File: src/rtl/sram_to_sram_like_data.sv
// sram_to_sram_like_data: turns single-cycle data SRAM requests into sram-like req/addr_ok/data_ok
// transactions, stalling the core until the response arrives and holding read data until release.
module sram_to_sram_like_data (
  input  logic        clk,
  input  logic        resetn,
  input  logic        data_sram_en,
  input  logic [3:0]  data_sram_wen,
  input  logic [31:0] data_sram_addr,
  input  logic [31:0] data_sram_wdata,
  output logic [31:0] data_sram_rdata,
  output logic        d_stall,
  input  logic        longest_stall,
  output logic        data_req,
  output logic        data_wr,
  output logic [1:0]  data_size,
  output logic [31:0] data_addr,
  output logic [31:0] data_wdata,
  input  logic        data_addr_ok,
  input  logic        data_data_ok,
  input  logic [31:0] data_rdata
);
  typedef enum logic [1:0] {IDLE, WAIT_DATA, DONE} state_t;
  state_t      state_q, state_d;
  logic [31:0] rdata_q, rdata_d;
  assign data_req        = data_sram_en & (state_q == IDLE);
  assign d_stall         = data_sram_en & (state_q != DONE);
  assign data_wr         = |data_sram_wen;
  assign data_addr       = data_sram_addr;
  assign data_wdata      = data_sram_wdata;
  assign data_sram_rdata = rdata_q;
  assign data_size = (data_sram_wen inside {4'b0001, 4'b0010, 4'b0100, 4'b1000}) ? 2'd0 :
                     (data_sram_wen inside {4'b0011, 4'b1100}) ? 2'd1 : 2'd2;
  // data_ok outside WAIT_DATA belongs to no outstanding request and is dropped
  always_comb begin
    state_d = state_q;
    rdata_d = rdata_q;
    case (state_q)
      IDLE:      state_d = (data_req & data_addr_ok) ? WAIT_DATA : IDLE;
      WAIT_DATA: begin
        state_d = data_data_ok ? DONE : WAIT_DATA;
        rdata_d = data_data_ok ? data_rdata : rdata_q;
      end
      DONE:      state_d = longest_stall ? DONE : IDLE;
      default:   state_d = IDLE;
    endcase
  end
  always_ff @(posedge clk or negedge resetn) begin
    if (!resetn) begin
      state_q <= IDLE;
      rdata_q <= '0;
    end else begin
      state_q <= state_d;
      rdata_q <= rdata_d;
    end
  end
endmodule

File: config.mk
export PLATFORM = sky130hd
export DESIGN_NAME = sram_to_sram_like_data
export DESIGN_NICKNAME = d
export VERILOG_FILES = /design/src/rtl/sram_to_sram_like_data.sv
export SDC_FILE = /design/constraint.sdc
export NUM_CORES = 1
export LEC_CHECK = 0
export BUFFER_PORTS_ARGS = -buffer_cell sky130_fd_sc_hd__buf_2
export CAP_MARGIN = 20
export CELL_PAD_IN_SITES_DETAIL_PLACEMENT = 1
export CELL_PAD_IN_SITES_GLOBAL_PLACEMENT = 2
export CORE_MARGIN = 2
export CORE_UTILIZATION = 16
export CTS_CLUSTER_SIZE = 16
export DETAILED_ROUTE_END_ITERATION = 8
export PLACE_DENSITY_LB_ADDON = 0.25
export SYNTH_ARGS = -nofsm -noshare
export SYNTH_HDL_FRONTEND = slang
export SYNTH_SLANG_ARGS = --single-unit
File: constraint.sdc
create_clock -name clk -period 1.23 [get_ports clk]
set_input_delay 0.369 -clock clk [delete_from_list [all_inputs] [get_ports clk]]
set_output_delay 0.369 -clock clk [all_outputs]
set_load 0.005 [all_outputs]
=== Word level (Yosys, flattened, before mapping) ===
Index checks and enable logic that the tools add are counted.

* Logic and storage cells: 25
* Flip-flop bits (word level): 34

* Bitwise operators: 3
* Mux-type cells: 6
* Reductions and logical operators: 5
* Equal/unequal tests: 9

{| class="wikitable"
|+ Operators by type and width
! operator !! count
|-
| equality test 4 x 2 -> 1 bit (second input constant) || 2
|-
| equality test 4 bit (second input constant) || 2
|-
| two-way mux 2 bit || 4
|-
| one-hot mux 2 bit (3 select lines) || 1
|-
| equality test 4 x 1 -> 1 bit (second input constant) || 1
|-
| equality test 4 x 3 -> 1 bit (second input constant) || 1
|-
| nonzero test 4 bit || 1
|-
| OR reduction 4 bit || 1
|-
| AND 1 bit || 3
|-
| equality test 2 x 1 -> 1 bit (second input constant) || 1
|-
| equality test 2 bit (second input constant) || 1
|-
| zero test 2 bit || 1
|-
| inequality test 2 bit (second input constant) || 1
|-
| AND reduction 2 bit || 1
|-
| nonzero test 2 bit || 1
|-
| two-way mux 1 bit || 1
|}

=== Depth between registers and ports, before layout ===
Gate-level depths: netlist of the first run.

* Depth after elaboration: 5
* Gate-level depth with buffers: 3

=== Least setup slack after synthesis of the first run ===
OpenSTA, ideal clock, no wires.

* Kind: register to register
* Start point: reg state_q[1]
* End point: reg rdata_q[0], in the netlist data_sram_rdata[0]
* Cell stages (with the launch flop): 4
* Data required time: 1,105 ps
* Path slack: 58 ps
* Arrival time: 1,046 ps
* Setup time: 125 ps
* Path through: dfrtp_1 > nand3b_4 > buf_6 > mux2_4

* Cells in the longest elaborated chain, start to end: 2

{| class="wikitable"
|+ Ends and longest elaborated chain
! item !! line !! text
|-
| from (decl) || 23 || <nowiki>state_t state_q, state_d;</nowiki>
|-
| from (signal assigned) || 52 || <nowiki>state_q <= state_d;</nowiki>
|-
| equality test 2 x 1 -> 1 bit || 37 || <nowiki>case (state_q)</nowiki>
|-
| AND reduction 2 bit (no line) || n/a ||
|-
| to (signal assigned) || 53 || <nowiki>rdata_q <= rdata_d;</nowiki>
|-
| to (decl) || 24 || <nowiki>logic [31:0] rdata_q, rdata_d;</nowiki>
|}

Every way passes these cells.
A chain may end at the register's enable or synchronous reset.

=== Final worst setup path of the first run ===
* Start point: reg state_q[1]
* End point: out d_stall

* Cells in the longest elaborated chain, start to end: 2

{| class="wikitable"
|+ Ends and longest elaborated chain
! item !! line !! text
|-
| inequality test 2 bit || 26 || <nowiki>assign d_stall = data_sram_en & (state_q != DONE);</nowiki>
|-
| AND 1 bit || 26 ||
|-
| to (decl) || 11 || <nowiki>output logic d_stall,</nowiki>
|}

Every way passes these cells.

==> run metrics, run 1 <==
failing checks setup timing; DR vias 1051; Main synth FF type dfrtp_1; DRT antenna net count 0; DR WL/cell 12.5 µm; Worst-Skew Late Latency 280 ps; die width 114 µm; H-tree Lvls 2; Non-Filler Instances 323; Residual DRC 0; synthesized flop and latch total 34; Critical Path AT 1070 ps; Mapped Area 1940 µm²; Final Max Slew Viols 0; area of the multi-input gates 608 µm²; crit path time final 1440 ps; Worst VDD drop 469 µV; initial core utilization 16.3%; Register Area 852 µm²; WP data required 860 ps; Setup Skew 8.03 ps; Pre-Repair DR Iteration Count 2; I/O Buffers 78; initial antenna violation count 0; Core Rows 40; Total Routing Usage GR 6.26%; final worst slack -206 ps; dpl hpwl 2830 µm; CTS root buffer clkbuf_16; CP max stage delay 390 ps; post-synth cell types 17; Initial DRC Count 8; number of synthesized flops with an enable pin 0; setup TNS -1570 ps; Setup crit end kind output port; fill count 1365; worst min path class in -> async; Cell Chain, Critical Path buf_6, a21boi_1, buf_2; vias in the first global route 1139; Core Region 11900 µm²; Final #Nets 281; final setup violating endpoints 34; outcome finished, violations left; maximum number of pins on one net before global-route repair 35; Synth area leader dfrtp_1; ys async rst share 100%; count leader, synth buf_4; Total Routed Length 4050 µm; Num CTS Buffers 5; first-pass GRT wire length 6200 µm; max_slew headroom 86.7%; IO Count 207; die area 13000 µm²; Max Cap Viol 0; unrepaired setup endpoints after global routing true; CTS tree built; Hold Fails Final Rpt 0; commonest cells in the netlist buf_4 (64), dfrtp_1 (34), mux2_4 (29); grt ovf 0; Clk pin slew, worst setup/hold paths 60 ps; Synth Warn # 0; leakage 0.00122 µW; placed cell count 311; Cell Pwr Density 2140 nW/µm²; sequential element share of the synthesized area 43.8%; maximum buffer depth of the clock tree 2; Diodes inserted 0; Fmax 697 MHz; fin crit share 117%; top cells by area, synth dfrtp_1 (44%), buf_4 (25%), mux2_4 (22%); Worst setup SP type register; GP Congestion 0.587; worst-margin pin slew 199 ps; Die Span Y 114 µm; P&R area growth vs syn 21.7%; kind of critical path reg -> out; synthesized instance count 148; crit path max fanout 3; Syn Area/Cell 13.1 µm²; Syn Nets 254; Crit-path slowest cell dfrtp_1; layout cell share with drive strength beyond 1 75.6%; DR vias/cell 3.25; top-area cell type share of the netlist area 43.8%; Clock Sinks 34
[per-layer routing]
layer	GRT usage, %	vias up	wire [µm]
met4	2.93	0	70
met2	9.68	57	1880
met3	2.54	15	382
met5	0	-	0
met1	7.58	505	1720
li1	-	474	-
[worst max-delay path, delay by kind of cell, from the launching register on]
| kind | cells | cell delay (ps) |
|---|---|---|
| compound gates | 1 | 150 |
| flops | 1 | 390 |
| buf+inv | 2 | 250 |
[final cells by class]
class	count	area share (%)
well taps	147	7.78
clock inverters	1	0.212
inverters	1	0.159
repair buffers	87	24.0
clock buffers	7	6.03
multi-input cells	46	25.7
flip-flops and latches	34	36.1
[kinds of logic (layout without fill, tap and decap cells)]
logic type | after synthesis | count (layout) | synth area share [%]
compound gates | 3 | 3 | 1.10
buf+inv | 68 | 96 | 26.7
xor+xnor | 1 | 1 | 0.451
mux | 32 | 32 | 24.2
flops | 34 | 34 | 43.8
simple gates | 10 | 10 | 3.80
[final timing paths]
kind	startpoint	end	slack [ps]	cells past startpoint
worst max-delay path	state_q[1]$_DFF_PN0_	d_stall	-210	3
worst min-delay path	resetn	data_sram_rdata[13]$_DFFE_PN0P_	50	2
worst max register to register	state_q[1]$_DFF_PN0_	data_sram_rdata[13]$_DFFE_PN0P_	-90	4
worst min register to register	data_sram_rdata[30]$_DFFE_PN0P_	data_sram_rdata[30]$_DFFE_PN0P_	500	1
max in group asynchronous	resetn	data_sram_rdata[29]$_DFFE_PN0P_	990	2
min in group clk	data_rdata[12]	data_sram_rdata[12]$_DFFE_PN0P_	320	2
[power breakdown]
part           total, µW  internal (µW)  switching, µW
Sequential          1970           1670            297
Clock               1270            803            471
Combinational       1810           1230            577
Total               5050           3710           1340
[repair_timing]
item,CTS,global route
hold buffers,0,0
pin swaps,4,1
cloned,2,0
setup endpoints to repair,34,36
gates resized for setup,16,3
setup buffers,3,0
[flip-flops by register name (all words and copies together), names as in the netlist]
name / cells
data_sram_rdata: 32
state_q: 2
[cell usage in the layout (no fill, tap or decap), drive strengths merged]
| cell type | netlist | final |
|---|---|---|
| a21boi | 1 | 1 |
| a21oi | 1 | 1 |
| a31o | 1 | 1 |
| buf | 67 | 87 |
| clkbuf | 0 | 7 |
| clkinv | 0 | 1 |
| dfrtp | 34 | 34 |
| inv | 1 | 1 |
| mux2 | 32 | 32 |
| nand2 | 2 | 2 |
| nand2b | 1 | 1 |
| nand3b | 3 | 3 |
| nor2 | 2 | 2 |
| nor3b | 1 | 1 |
| nor4bb | 1 | 1 |
| xnor2 | 1 | 1 |
[metrics by stage]
| step | hold slack, ps | power [µW] | utilization (%) | cell area (µm²) | setup WS, ps |
|---|---|---|---|---|---|
| after global placement | 353 | 3720 | 17.4 | 2080 | -121 |
| final | 47.0 | 5050 | 19.8 | 2360 | -206 |
| after CTS | 58.6 | 5210 | 20.0 | 2380 | -219 |
| after global routing | 66.0 | 5400 | 19.8 | 2360 | -257 |
| after detailed placement | 360 | 3740 | 17.4 | 2080 | -195 |
| after floorplan | 73.4 | 3070 | - | 1940 | 58.5 |
Power figures use the tool's default switching activity.
==> run 2, diff against run 1 <==
--- a/config.mk
+++ b/config.mk
@@ -7,10 +7,8 @@
 export LEC_CHECK = 0
 export BUFFER_PORTS_ARGS = -buffer_cell sky130_fd_sc_hd__buf_2
 export CAP_MARGIN = 20
-export CELL_PAD_IN_SITES_DETAIL_PLACEMENT = 1
-export CELL_PAD_IN_SITES_GLOBAL_PLACEMENT = 2
 export CORE_MARGIN = 2
-export CORE_UTILIZATION = 16
+export CORE_UTILIZATION = 32
 export CTS_CLUSTER_SIZE = 16
 export DETAILED_ROUTE_END_ITERATION = 8
 export PLACE_DENSITY_LB_ADDON = 0.25
==> run 2 against run 1 <==
Compared with the run above: the flow still finishes with violations (setup timing); final cell count is 23% lower; worst hold slack worse by 9.6 ps; worst setup slack better by 54 ps; via count is 2.8% higher; clock power is 17% lower; sequential cell count stayed put; first-iteration DRC count stayed put; global-route usage is 4.8 points higher; sequential power hardly changed; combinational power is 3% lower; sequential share of layout area is 3.0 points higher; wire length is 6.5% lower; critical endpoint is now data_sram_rdata[29]$_DFFE_PN0P_.
==> run metrics, run 2 (synthesis gave the netlist of run 1 again) <==
outcome finished, violations left; failing checks setup timing; GP Congestion 0.626; die width 81.9 µm; final setup violating endpoints 35; I/O Buffers 78; final worst slack -151 ps; met3 wire length 470 µm; Total Routed Length 3780 µm; CTS tree built; DR WL/cell 15.3 µm; critical path startpoint state_q[1]$_DFF_PN0_; most common cell after layout, fill and taps aside buf_2; Diodes inserted 0; CP max stage delay 410 ps; Cell Chain, Critical Path buf_4, nand3b_4, buf_12, mux2_4; Critical Path AT 1540 ps; leakage 0.00118 µW; fin crit share 112%; Worst VDD drop 750 µV; dpl hpwl 2770 µm; Pre-Repair DR Iteration Count 4; Final Max Slew Viols 0; Crit-path slowest cell dfrtp_1; P&R area growth vs syn 12.4%; vias in the first global route 1092; maximum number of pins on one net before global-route repair 35; kind of critical path reg -> reg; layout cell share with drive strength beyond 1 75.7%; Setup Skew 8.82 ps; Total Routing Usage GR 11.1%; crit path max fanout 19; worst r2r src state_q[1]$_DFF_PN0_; Setup crit end kind register; Initial DRC Count 8; Die Span Y 81.9 µm; initial core utilization 33.0%; worst-margin pin slew 188 ps; Num CTS Buffers 5; DR vias 1080; Max Cap Viol 0; maximum buffer depth of the clock tree 2; Cell Pwr Density 2180 nW/µm²; CTS root buffer clkbuf_8; DR vias/cell 4.35; DRT antenna net count 0; Worst setup SP type register; DR WL met2 1710 µm; Residual DRC 0; Clk pin slew, worst setup/hold paths 70 ps; Final #Nets 279; IO Count 207; die area 6710 µm²; Core Rows 28; initial antenna violation count 0; unrepaired setup endpoints after global routing true; worst slack at placement -127 ps; Fmax 724 MHz; Overall Power 4750 µW; WP data required 1390 ps; grt ovf 0; worst min path class in -> async; max reg flops 32; first-pass GRT wire length 5510 µm; Hold Fails Final Rpt 0; wl on met1 1480 µm; H-tree Lvls 2; max_slew headroom 87.4%; most frequent cells in the layout buf_2 (74), dfrtp_1 (33), mux2_4 (29), clkbuf_8 (6), buf_6 (5); crit path time final 1380 ps; Non-Filler Instances 248; Clock Sinks 34; DR top layer met4; Core Region 5890 µm²; Worst-Skew Late Latency 280 ps; placed cell count 239
[run 2: cell count changes in the layout (fill, tap and decap cells not counted), sizes merged]
cell	change
clkinv	-1
buf	-2
bufinv	+1
clkbuf	-1
[run 2: cell type report]
class | instances | area [µm²]
clock buffer | 6 | 82.6
tap | 75 | 93.8
timing repair buffer | 85 | 512
multi-input combinational | 46 | 608
clock inverter | 1 | 30.0
fill | 591 | 3700
sequential | 34 | 852
inverter | 1 | 3.75
[run 2: layer usage]
metal  up-vias  track usage, %
li1        474               -
met1       495            12.8
met2        93            16.5
met3        18            5.71
met4         0            6.17
met5         -               0
[run 2: through the flow]
step                hold WS, ps  TNS, ps  area [µm²]  util, %
floorplan                  73.4        0        1940        -
global placement            348     -464        1970     33.5
detailed placement          350     -377        1970     33.5
CTS                        36.9    -3990        2150     36.5
global route               42.8    -5910        2180     37.1
finish                     37.4    -4070        2180     37.1
[run 2: path summary, 6_finish.rpt]
check,to,depth (start not counted),slack [ps]
min reg2reg,data_sram_rdata[30]$_DFFE_PN0P_,1,500
min,data_sram_rdata[4]$_DFFE_PN0P_,2,40
max,data_sram_rdata[29]$_DFFE_PN0P_,4,-150
min in group clk,data_sram_rdata[22]$_DFFE_PN0P_,2,310
max in group asynchronous,state_q[0]$_DFF_PN0_,2,1010
max reg2reg,data_sram_rdata[29]$_DFFE_PN0P_,4,-150
[run 2: repair_timing]
action | 4_1_cts | 5_1_grt
setup endpoints to repair | 31 | 36
setup buffers | 2 | 0
gates resized for setup | 12 | 7
pin swaps | 2 | 2
hold buffers | 0 | 0
[run 2: where the power goes]
group / switching, µW / internal (µW) / total (µW)
Combinational: 561 / 1190 / 1760
Clock: 401 / 648 / 1050
Sequential: 279 / 1670 / 1950
Total: 1240 / 3510 / 4750
[run 2: critical path: cells and delay by family, from the launching register on]
family | cells | cell delay, ps
flip-flops | 1 | 410
buffers and inverters | 2 | 340
multiplexers | 1 | 300
AND/OR/NAND/NOR | 1 | 190
==> run 3, diff against run 2 <==
--- a/config.mk
+++ b/config.mk
@@ -5,12 +5,12 @@
 export SDC_FILE = /design/constraint.sdc
 export NUM_CORES = 1
 export LEC_CHECK = 0
-export BUFFER_PORTS_ARGS = -buffer_cell sky130_fd_sc_hd__buf_2
 export CAP_MARGIN = 20
-export CORE_MARGIN = 2
-export CORE_UTILIZATION = 32
+export CORE_AREA = 2 2 80 82
 export CTS_CLUSTER_SIZE = 16
 export DETAILED_ROUTE_END_ITERATION = 8
+export DIE_AREA = 0 0 82 84
+export DONT_BUFFER_PORTS = 1
 export PLACE_DENSITY_LB_ADDON = 0.25
 export SYNTH_ARGS = -nofsm -noshare
 export SYNTH_HDL_FRONTEND = slang
==> run 3 against run 2 <==
Compared with the run above: the flow still finishes with violations (setup timing); combinational power fell by 38%; clock power fell by 19%; final cell count fell by 30%; register-to-register slack improved by 100 ps; fmax rose by 2.2%; total power fell by 14%; clock skew fell by 3.8 ps; worst setup slack improved by 30 ps; die area rose by 2.7%; global-route usage rose by 0.70 points; critical path type is now reg -> out.
==> run metrics, run 3 (synthesis gave the netlist of run 1 again) <==
unrepaired setup endpoints after global routing true; Cell Pwr Density 2350 nW/µm²; Clock Sinks 34; placed cell count 162; Clk pin slew, worst setup/hold paths 70 ps; final worst slack -121 ps; max_slew headroom 76.3%; maximum number of pins on one net before global-route repair 35; Crit-path slowest cell dfrtp_1; Non-Filler Instances 173; CTS tree built; initial core utilization 31.9%; most common cell after layout, fill and taps aside dfrtp_1; Fmax 740 MHz; first-pass GRT wire length 5780 µm; Cell Chain, Critical Path buf_6, nor3b_4; die width 82 µm; max reg flops 32; leakage 0.000857 µW; Core Rows 29; DR vias 837; layout cell share with drive strength beyond 1 53.1%; H-tree Lvls 2; WP data required 860 ps; maximum buffer depth of the clock tree 2; IO Count 207; crit path max fanout 5; Setup crit end kind output port; Critical Path AT 980 ps; Total Routed Length 4280 µm; Flop pwr share 52.5%; worst slack at placement 1.74 ps; Final #Nets 201; DRT antenna net count 0; final setup violating endpoints 33; Core Region 6100 µm²; dpl hpwl 3270 µm; initial antenna violation count 0; Num CTS Buffers 5; Final Max Slew Viols 0; clock share of power 20.8%; P&R area growth vs syn -10.1%; CP max stage delay 390 ps; Max Cap Viol 0; Hold Fails Final Rpt 0; kind of critical path reg -> out; fill count 614; Residual DRC 0; Final Util 28.7%; Initial DRC Count 38; vias in the first global route 926; worst min path class in -> reg; DR vias/cell 4.84; fin crit share 110%; Setup Skew 4.99 ps; Worst-Skew Late Latency 280 ps; crit path time final 1350 ps; Worst VDD drop 694 µV; Overall Power 4100 µW; WP buf/inv 1; worst-margin pin slew 352 ps; Switching Fraction 28.3%; failing checks setup timing; Sw Pwr 1160 µW; grt ovf 0; CP delay by family, top flip-flops; Diodes inserted 0; DR WL/cell 24.7 µm; most frequent cells in the layout dfrtp_1 (33), mux2_4 (32), clkbuf_8 (6), buf_12 (3); GP Congestion 0.725; Total Routing Usage GR 11.8%; I/O Buffers 0; combinational power share 26.7%; Pre-Repair DR Iteration Count 4; Die Span Y 84 µm; setup TNS -1380 ps; outcome finished, violations left; total internal power 2940 µW; CTS root buffer clkbuf_8; die area 6890 µm²; Worst setup SP type register
==> run 3: changes by cell type in the layout (fill, tap and decap cells not counted), moves of 2 or more <==
cell,before,now
mux2_2,3,0
buf_2,74,0
mux2_4,29,32
nor2_4,2,0
buf_8,2,0
buf_6,5,2
nor2_1,0,2
==> run 3: layout make-up <==
type | instances | area, µm² | area share, %
Clock inverter | 2 | 12.5 | 0.716
Multi-Input combinational cell | 46 | 599 | 34.3
Tap cell | 77 | 96.3 | 5.52
Sequential cell | 34 | 852 | 48.8
Timing Repair Buffer | 7 | 100 | 5.73
Inverter | 1 | 3.75 | 0.215
Clock buffer | 6 | 82.6 | 4.73
==> run 3: final timing paths <==
path / endpoint / from / slack, ps / cells past startpoint
min in group asynchronous: data_sram_rdata[7]$_DFFE_PN0P_ / resetn / 540 / 2
worst max-delay path: data_req / state_q[0]$_DFF_PN0_ / -120 / 2
worst max register to register: data_sram_rdata[17]$_DFFE_PN0P_ / state_q[1]$_DFF_PN0_ / -50 / 3
worst min-delay path: data_sram_rdata[28]$_DFFE_PN0P_ / data_rdata[28] / 230 / 1
max in group asynchronous: state_q[1]$_DFF_PN0_ / resetn / 510 / 2
worst min register to register: state_q[0]$_DFF_PN0_ / state_q[1]$_DFF_PN0_ / 520 / 1
==> run 3: layer usage <==
metal,vias to the layer above,track usage (%),wire (µm)
met4,0,10.6,306
met5,-,0,0
met1,390,9.69,1170
met3,40,8.23,716
met2,89,18.2,2080
li1,318,-,-
==> run 3: timing repair <==
action | 4_1_cts | 5_1_grt
hold endpoints to repair | 34 | 0
resized for setup | 7 | 3
setup buffers | 1 | 0
pin swaps | 1 | 1
setup endpoints to repair | 23 | 34
hold buffers | 2 | 0
==> run 3: stage by stage <==
| step | area [µm²] | hold WS, ps |
|---|---|---|
| 2_1_floorplan | 1940 | 73.4 |
| 3_3_place_gp | 1580 | 74.3 |
| 3_5_place_dp | 1580 | 74.3 |
| 4_1_cts | 1740 | 214 |
| 5_1_grt | 1750 | 209 |
| 6_report | 1750 | 233 |
==> run 3: power by group through the flow <==
stage	clock [µW]	sequential, µW	combinational [µW]
6_report	853	2150	1090
5_1_grt	963	2230	1160
4_1_cts	910	2160	1100
3_5_place_dp	0	2180	1010
3_3_place_gp	0	2170	956
2_1_floorplan	0	2020	1060
